`config.mk`:
```
export PLATFORM = sky130hd
export DESIGN_NAME = picoblaze_int_ctrl
export DESIGN_NICKNAME = d
export VERILOG_FILES = /design/src/rtl/picoblaze_int_ctrl.sv
export SDC_FILE = /design/constraint.sdc
export NUM_CORES = 1
export LEC_CHECK = 0
export CORE_MARGIN = 5
export CORE_UTILIZATION = 45
export CTS_CLUSTER_SIZE = 20
export DETAILED_ROUTE_END_ITERATION = 12
export GPL_ROUTABILITY_DRIVEN = 1
export GPL_TIMING_DRIVEN = 0
export PLACE_DENSITY = 0.79
export SYNTH_ARGS = -nofsm -noshare
export SYNTH_HDL_FRONTEND = slang
export SYNTH_SLANG_ARGS = --single-unit
```
`constraint.sdc`:
```
create_clock -name CLK_IN -period 1.8 [get_ports CLK_IN]
set_input_delay 0.54 -clock CLK_IN [delete_from_list [all_inputs] [get_ports CLK_IN]]
set_output_delay 0.54 -clock CLK_IN [all_outputs]
set_load 0.02 [all_outputs]
```
`src/rtl/picoblaze_int_ctrl.sv`:
```
// ---------------------------------------------------------------------------
// picoblaze_int_ctrl
//   Interrupt controller for the basic Picoblaze system. Latches up to
//   NUM_SRC rising-edge requests, prioritises them (lowest index wins) and
//   drives the processor interrupt line with the interrupt/interrupt_ack
//   handshake. Registers sit on the Picoblaze I/O port bus:
//     BASE_PORT+0 PENDING  R, write-1-to-clear
//     BASE_PORT+1 MASK     R/W, 1 = enabled
//     BASE_PORT+2 ACTIVE   R, bit7 valid, bits2:0 index; any write = EOI
//     BASE_PORT+3 CONTROL  bit0 GIE R/W, bit1 TIMEOUT R/W1C
//
// Ports:
//   CLK_IN            system clock (rising edge)
//   RESET_N_IN        synchronous active-low reset
//   IRQ_IN            request lines (synchronous), rising edge = request
//   PORT_ID_IN        Picoblaze port_id
//   OUT_PORT_IN       Picoblaze out_port
//   WRITE_STROBE_IN   Picoblaze write_strobe
//   READ_STROBE_IN    Picoblaze read_strobe (reads have no side effects)
//   IN_PORT_OUT       registered read data, 0 when port_id not decoded
//   INTERRUPT_OUT     to Picoblaze interrupt
//   INTERRUPT_ACK_IN  from Picoblaze interrupt_ack
//
// Optional feature: define INT_CTRL_TIMEOUT_EN to drop an unacknowledged
// interrupt after TIMEOUT_CYCLES and set the sticky CONTROL.TIMEOUT flag.
// ---------------------------------------------------------------------------
module picoblaze_int_ctrl #(
    parameter int          NUM_SRC        = 8,
    parameter logic [7:0]  BASE_PORT      = 8'hF0,
    parameter int          TIMEOUT_CYCLES = 1024
) (
    input  logic               CLK_IN,
    input  logic               RESET_N_IN,
    input  logic [NUM_SRC-1:0] IRQ_IN,
    input  logic [7:0]         PORT_ID_IN,
    input  logic [7:0]         OUT_PORT_IN,
    input  logic               WRITE_STROBE_IN,
    input  logic               READ_STROBE_IN,
    output logic [7:0]         IN_PORT_OUT,
    output logic               INTERRUPT_OUT,
    input  logic               INTERRUPT_ACK_IN
);

    typedef enum logic [1:0] {IDLE, ASSERT, SERVICE} state_t;

    state_t             state;
    logic [NUM_SRC-1:0] irq_prev, pending, mask, pend_next;
    logic [NUM_SRC-1:0] rise, eligible, first_hot;
    logic               gie, tflag, active_valid, any_elig, take_ack;
    logic [2:0]         active_idx, idx;
    logic [7:0]         offs, rd_data, pend8, mask8;
    logic               decoded, wr_pend, wr_mask, wr_eoi, wr_ctrl;
    logic               unused_sigs;

    assign unused_sigs = READ_STROBE_IN ^ (TIMEOUT_CYCLES == 0);

    assign rise     = IRQ_IN & ~irq_prev;
    assign eligible = gie ? (pending & mask) : '0;
    assign any_elig = |eligible;
    assign take_ack = (state == ASSERT) && INTERRUPT_ACK_IN && any_elig;

    // Decode by offset so BASE_PORT need not be 4-aligned.
    assign offs    = PORT_ID_IN - BASE_PORT;
    assign decoded = (offs < 8'd4);
    assign wr_pend = WRITE_STROBE_IN && decoded && (offs[1:0] == 2'd0);
    assign wr_mask = WRITE_STROBE_IN && decoded && (offs[1:0] == 2'd1);
    assign wr_eoi  = WRITE_STROBE_IN && decoded && (offs[1:0] == 2'd2);
    assign wr_ctrl = WRITE_STROBE_IN && decoded && (offs[1:0] == 2'd3);

    // Lowest eligible index, plus its one-hot for the ack-time clear.
    always_comb begin
        idx       = '0;
        first_hot = '0;
        for (int unsigned i = 0; i < NUM_SRC; i++) begin
            if (eligible[i] && (first_hot == '0)) begin
                idx          = 3'(i);
                first_hot[i] = 1'b1;
            end
        end
    end

    // A rise in the same cycle as a clear keeps the bit set.
    always_comb begin
        pend_next = pending;
        if (wr_pend)
            pend_next = pend_next & ~OUT_PORT_IN[NUM_SRC-1:0];
        if (take_ack)
            pend_next = pend_next & ~first_hot;
        pend_next = pend_next | rise;
    end

    always_comb begin
        pend8 = '0;
        mask8 = '0;
        pend8[NUM_SRC-1:0] = pending;
        mask8[NUM_SRC-1:0] = mask;
        rd_data = '0;
        if (decoded) begin
            case (offs[1:0])
                2'd0:    rd_data = pend8;
                2'd1:    rd_data = mask8;
                2'd2:    rd_data = {active_valid, 4'b0000, active_idx};
                default: rd_data = {6'b000000, tflag, gie};
            endcase
        end
    end

`ifdef INT_CTRL_TIMEOUT_EN
    localparam int TW = $clog2(TIMEOUT_CYCLES) + 1;
    logic [TW-1:0] tcnt;
    logic          tmo;
    assign tmo = (tcnt == TW'(TIMEOUT_CYCLES - 1));
`else
    assign tflag = 1'b0;
`endif

    always_ff @(posedge CLK_IN) begin
        irq_prev <= IRQ_IN;
        if (!RESET_N_IN) begin
            state         <= IDLE;
            pending       <= '0;
            mask          <= '0;
            gie           <= 1'b0;
            active_valid  <= 1'b0;
            active_idx    <= '0;
            IN_PORT_OUT   <= '0;
            INTERRUPT_OUT <= 1'b0;
`ifdef INT_CTRL_TIMEOUT_EN
            tflag         <= 1'b0;
            tcnt          <= '0;
`endif
        end else begin
            IN_PORT_OUT <= rd_data;
            pending     <= pend_next;
            if (wr_mask)
                mask <= OUT_PORT_IN[NUM_SRC-1:0];
            if (wr_ctrl)
                gie <= OUT_PORT_IN[0];
`ifdef INT_CTRL_TIMEOUT_EN
            if (wr_ctrl && OUT_PORT_IN[1])
                tflag <= 1'b0;
`endif
            if (wr_eoi) begin
                active_valid <= 1'b0;
                active_idx   <= '0;
            end
            case (state)
                IDLE: begin
                    if (any_elig && !active_valid) begin
                        state         <= ASSERT;
                        INTERRUPT_OUT <= 1'b1;
`ifdef INT_CTRL_TIMEOUT_EN
                        tcnt          <= '0;
`endif
                    end
                end
                ASSERT: begin
                    if (!any_elig) begin
                        state         <= IDLE;
                        INTERRUPT_OUT <= 1'b0;
                    end else if (INTERRUPT_ACK_IN) begin
                        state         <= SERVICE;
                        INTERRUPT_OUT <= 1'b0;
                        active_valid  <= 1'b1;
                        active_idx    <= idx;
                    end
`ifdef INT_CTRL_TIMEOUT_EN
                    else if (tmo) begin
                        state         <= IDLE;
                        INTERRUPT_OUT <= 1'b0;
                        tflag         <= 1'b1;
                    end else begin
                        tcnt <= tcnt + TW'(1);
                    end
`endif
                end
                default: begin
                    if (wr_eoi)
                        state <= IDLE;
                end
            endcase
        end
    end

endmodule

```
After elaboration in Yosys (flattened, before gate mapping)

Cells that the tools add are included.

Register bits: 40
Input bits: 29
Output and inout bits: 9

$add $sub $neg: 1
Magnitude comparators: 1
Equal/unequal tests: 6
Mux-type cells: 36
Bitwise gates (word level): 9
Reductions and logical operators: 30

Operator list:

| cell                                                                         | number |
|---|---|
| 8-bit bitwise AND                                                            | 4 |
| 3-bit 2-to-1 mux                                                             | 10 |
| 8-bit 2-to-1 mux                                                             | 3 |
| 8-bit NOT                                                                    | 3 |
| 8-bit case mux with 3 select lines                                           | 1 |
| 1-bit 2-to-1 mux                                                             | 16 |
| 1-bit logical AND                                                            | 15 |
| 8-bit by 3-bit less-than comparator with 1-bit output, second input constant | 1 |
| 2-bit 2-to-1 mux                                                             | 4 |
| 8-bit bitwise OR                                                             | 1 |
| 8-bit OR reduction                                                           | 1 |
| 8-bit subtractor, second input constant                                      | 1 |
| 7-bit logical NOT                                                            | 1 |
| 2-bit logical NOT                                                            | 3 |
| 6-bit logical NOT                                                            | 1 |
| 3-bit AND reduction                                                          | 2 |
| 5-bit logical NOT                                                            | 1 |
| 2-bit by 1-bit equality test with 1-bit output, second input constant        | 2 |
| 2-bit equality test, second input constant                                   | 2 |
| 4-bit logical NOT                                                            | 1 |
| 2-bit case mux with 2 select lines                                           | 1 |
| 3-bit logical NOT                                                            | 1 |
| 3-bit inequality test, second input constant                                 | 1 |
| 3-bit nonzero test                                                           | 1 |
| other kinds (6)                                                              | 6 |

Depth between registers and ports, before layout

Gate-level depths: netlist (run 1).

Depth in word-level cells: 28
Depth in mapped cells: 6
Mapped depth without buffers: 5

Least setup slack after synthesis (run 1)

OpenSTA, ideal clock, no wires.

Path kind: input port to flip-flop
Start point: input port PORT_ID_IN[2]
End point: register state[0]
Setup time: 0.120 ns
Data arrival time: 1.583 ns
Required time: 1.680 ns
Setup slack: 0.097 ns
Cell stages on the path: 5
Buffers on the path: 0
Cell sequence: or3b_4 nor2_4 nand3b_2 and3_1 o31a_1

Word-level cells in the longest chain between the ends: 6

Ends and longest elaborated chain:

| what                                                  | RTL line | source |
|---|---|---|
| from (decl)                                           | 35       | `input logic [7:0] PORT_ID_IN,` |
| 8-bit subtractor                                      | 63       | `assign offs = PORT_ID_IN - BASE_PORT;` |
| 8-bit by 3-bit less-than comparator with 1-bit output | 64       | `assign decoded = (offs < 8'd4);` |
| 1-bit logical AND (2 in series)                       | 67       | `assign wr_eoi = WRITE_STROBE_IN && decoded && (offs[1:0] == 2'd2);` |
| 3-bit nonzero test (no line)                          | n/a      |  |
| 3-bit AND reduction (no line)                         | n/a      |  |
| to (signal assigned)                                  | 120      | `state <= IDLE;` |
| to (signal assigned)                                  | 150      | `state <= ASSERT;` |
| to (signal assigned)                                  | 159      | `state <= IDLE;` |
| to (decl)                                             | 46       | `state_t state;` |

Every way passes these cells.
A chain may end at the register's enable or synchronous reset.

Final worst setup path (run 1)

Start point: register IN_PORT_OUT[3]
End point: output port IN_PORT_OUT[3]

RTL lines:

| what                   | RTL line | source |
|---|---|---|
| from (decl)            | 39       | `output logic [7:0] IN_PORT_OUT,` |
| from (signal assigned) | 133      | `IN_PORT_OUT <= rd_data;` |

No word-level cell between the ends.

==> out/summary.txt, run 1 <==
status - finished clean
Pre-antenna DRT Iters - 4
Worst Hold Class - reg2reg
Pwr Total - 1.82 mW
clk_lat worst skew - 290 ps
P_leak - 1.09 nW
Clock Sinks - 40
final WL - 4.68 mm
placed cell area - 2190 µm²
placed cell count - 279
DIE WIDTH - 72.9 µm
area share of fa/ha/maj cells after synthesis - 0%
Commonest cells post-synth - dfxtp_1, nand2_1, nand3_1
Final period util - 96.7%
Vias - 1646
ys async rst share - 0%
mux share of post-synthesis cell area - 5.76%
sequential-to-total area share from yosys stat - 44.9%
CP bufs+invs - 1
Synth area leader - dfxtp_1
Synth Area in XOR/XNOR - 0%
number of diodes - 0
CP Cell Sequence - clkdlybuf4s50_1
Slowest-stage cell, CP - clkdlybuf4s50_1
DP HPWL - 3.30 mm
Final Setup Violations - 0
routed vias/inst - 5.60
R2R Setup Slk - 80 ps
Post-Synthesis Cells - 196
fin cells - 294
ys flop type - dfxtp_1
total congestion overflow - 0
Post-route DRC - 0
initial antenna violation count - 0
pin count of the biggest net entering global routing - 14
starting density of the core - 47.6%
synth warn - 0
simple-gate area share of the yosys netlist - 26.3%
RePlAce Congestion - 0.888
largest family of logic cells by synthesized area - simple AND/OR/NAND/NOR gates
end of the worst register-to-register path - state[0]$_SDFFE_PN0P_
Layout Utilization - 65.6%
combinational share of power - 8.4%
crit end category - output port
antenna viol nets, final - 0
count of different cell masters after synthesis - 44
setup ws final - 59.0 ps
Starting DRT DRC Count - 161
first-pass GRT wire length - 7.37 mm
register share of total power - 51.3%
internal power - 1.40 mW
Worst slew margin - 65.8%
Worst Path Max Fanout - 1
fin. max-slew vios - 0
Peak VDD IR - 0.000522 V
Hold Slack - 457 ps
vias in the first global route - 1537
top-area cell type share of the netlist area - 44.9%
compound-cell area share of the yosys netlist - 18.8%
Worst Setup Path Type - reg2out
Area contributors post-synth - dfxtp_1, nand2_1, mux2i_1, nand3_1, a21boi_0
number of synthesized register bits - 40
cts hold-fix bufs - 0
syn_area_per_cell - 9.09 µm²
Final min period - 1740 ps
actual transition at the worst max-transition pin - 513 ps
Die H - 72.9 µm
synthesized net count - 225
Worst-path clk slew - 80 ps
gr usage total - 18.1%
highest cell delay on the worst timing path - 590 ps
maximum clock path buffer count - 2
area grow syn2layout - 37.9%
htree depth - 2
CTS tree - built
Final Hold Fails - 0
drt wl/cell - 15.9 µm
EDFF count, synth - 0
clk_skew - 6.69 ps
Sw Share - 22.9%
Worst Reg-to-Reg Cells - 5
WP data required - 1260 ps
fraction of layout cells with a size suffix above 1 - 15.4%
design area - 2460 µm²
clock root buffer master - clkbuf_8
die area - 5320 µm²
Final Net Count - 274
Clk pwr share - 40.4%
Pwr Density - 741 nW/µm²
crit path from - IN_PORT_OUT[3]$_SDFF_PN0_
worst endpoint data arrival time - 1200 ps
count leader, synth - dfxtp_1
Max Cap Viol - 0
Worst path depth - 1
final setup TNS - 0 ps
Core ar. - 3740 µm²
Cell Rows - 22
fmax - 0.574 GHz
CP startpoint kind - flop
FF-to-FF Start - mask[4]$_SDFFE_PN0P_
total CTS buffers - 5
Setup Slack @ Placement - -576 ps
Ports - 38
I/O Buffers - 35
Mapped Area - 1780 µm²
Worst path top cell family by delay - buffers and inverters
sw power - 416 µW
CP Capture Point - IN_PORT_OUT[3]
kinds of logic (layout without fill, tap and decap cells):
logic type	Yosys count	after routing
muxes	9	9
and+or+nand+nor	87	87
buffers and inverters	17	67
AOI/OAI and AO/OA	43	43
DFF	40	40
final cells by class:
| cell class | count | area [µm²] |
|---|---|---|
| fillers | 350 | 1290 |
| clock inverters | 3 | 42.5 |
| well taps | 48 | 60.1 |
| inverters | 7 | 26.3 |
| flip-flops and latches | 40 | 801 |
| clock buffers | 5 | 68.8 |
| plain buffers | 10 | 71.3 |
| repair buffers | 42 | 422 |
| multi-input cells | 139 | 965 |
registers in the layout, summed over array words and instances (netlist names):
| register | count |
|---|---|
| IN_PORT_OUT | 8 |
| active_idx | 3 |
| irq_prev | 8 |
| state | 2 |
| active_valid | 1 |
| INTERRUPT_OUT | 1 |
| gie | 1 |
| mask | 8 |
| pend8 | 8 |
placed cells by master (no fill, tap or decap), types with 2 or more instances in the layout:
cell type         n
a21boi_0          8
o2111ai_1         2
clkbuf_1          4
nor2b_1           2
buf_6             4
nand4_1           6
inv_1             7
nand3_1          15
dlymetal6s2s_1    8
clkbuf_8          5
clkdlybuf4s50_1  23
dlygate4sd2_1     4
nand2_1          27
nand3b_1          4
a21boi_1          3
nor2_1            9
and3_1            2
buf_4             8
dfxtp_1          40
a22oi_4           2
o21ai_0           2
o21ai_1           3
nor3_1            7
a31o_1            3
mux2i_1           8
a21oi_1           8
nand2_2           4
what timing repair did:
item	CTS	global route
setup endpoints to repair	22	20
buffers inserted	3	4
resized for setup	16	16
pin swaps	5	10
cloned	0	0
layer usage:
| layer | share of wire [%] | wire length (µm) | GRT usage (%) | vias to the layer above |
|---|---|---|---|---|
| met3 | 6.4 | 299 | 4.68 | 7 |
| met5 | 0 | 0 | 0 | - |
| li1 | - | - | - | 812 |
| met2 | 45 | 2130 | 29.3 | 52 |
| met4 | 1.4 | 65 | 5.33 | 0 |
| met1 | 47 | 2190 | 23.7 | 775 |
power by group through the flow:
stage / logic (mW) / clock network, mW / registers, mW
after floorplan: 0.0621 / 0 / 0.946
after global placement: 0.143 / 0 / 0.950
after detailed placement: 0.145 / 0 / 0.951
after CTS: 0.149 / 0.745 / 0.932
after global routing: 0.164 / 0.792 / 0.936
final: 0.153 / 0.735 / 0.933
worst min path at each step:
stage / from / end / slack (ps) / depth (start not counted)
2_1_floorplan: active_idx[0]$_SDFF_PN0_ / active_idx[0]$_SDFF_PN0_ / 430 / 2
3_3_place_gp: active_idx[1]$_SDFF_PN0_ / active_idx[1]$_SDFF_PN0_ / 450 / 2
3_5_place_dp: active_idx[1]$_SDFF_PN0_ / active_idx[1]$_SDFF_PN0_ / 450 / 2
4_1_cts: active_idx[1]$_SDFF_PN0_ / active_idx[1]$_SDFF_PN0_ / 460 / 2
5_1_grt: active_idx[0]$_SDFF_PN0_ / active_idx[0]$_SDFF_PN0_ / 480 / 2
6_report: active_idx[0]$_SDFF_PN0_ / active_idx[0]$_SDFF_PN0_ / 460 / 2
Power figures use the tool's default switching activity.
==> inputs of run 2 (changes only) <==
--- a/config.mk
+++ b/config.mk
@@ -5,8 +5,10 @@
 export SDC_FILE = /design/constraint.sdc
 export NUM_CORES = 1
 export LEC_CHECK = 0
+export ABC_CLOCK_PERIOD_IN_PS = 1800
 export CORE_MARGIN = 5
 export CORE_UTILIZATION = 45
+export CTS_CLUSTER_DIAMETER = 40
 export CTS_CLUSTER_SIZE = 20
 export DETAILED_ROUTE_END_ITERATION = 12
 export GPL_ROUTABILITY_DRIVEN = 1
==> results of run 2 <==
Same layout as run 1: the final DEF is identical, and so are final timing and power.
==> inputs of run 3 (changes only) <==
--- a/config.mk
+++ b/config.mk
@@ -6,6 +6,7 @@
 export NUM_CORES = 1
 export LEC_CHECK = 0
 export ABC_CLOCK_PERIOD_IN_PS = 1800
+export CAP_MARGIN = 30
 export CORE_MARGIN = 5
 export CORE_UTILIZATION = 45
 export CTS_CLUSTER_DIAMETER = 40
==> results of run 3 <==
Same layout as run 1: the final DEF is identical, and so are final timing and power.
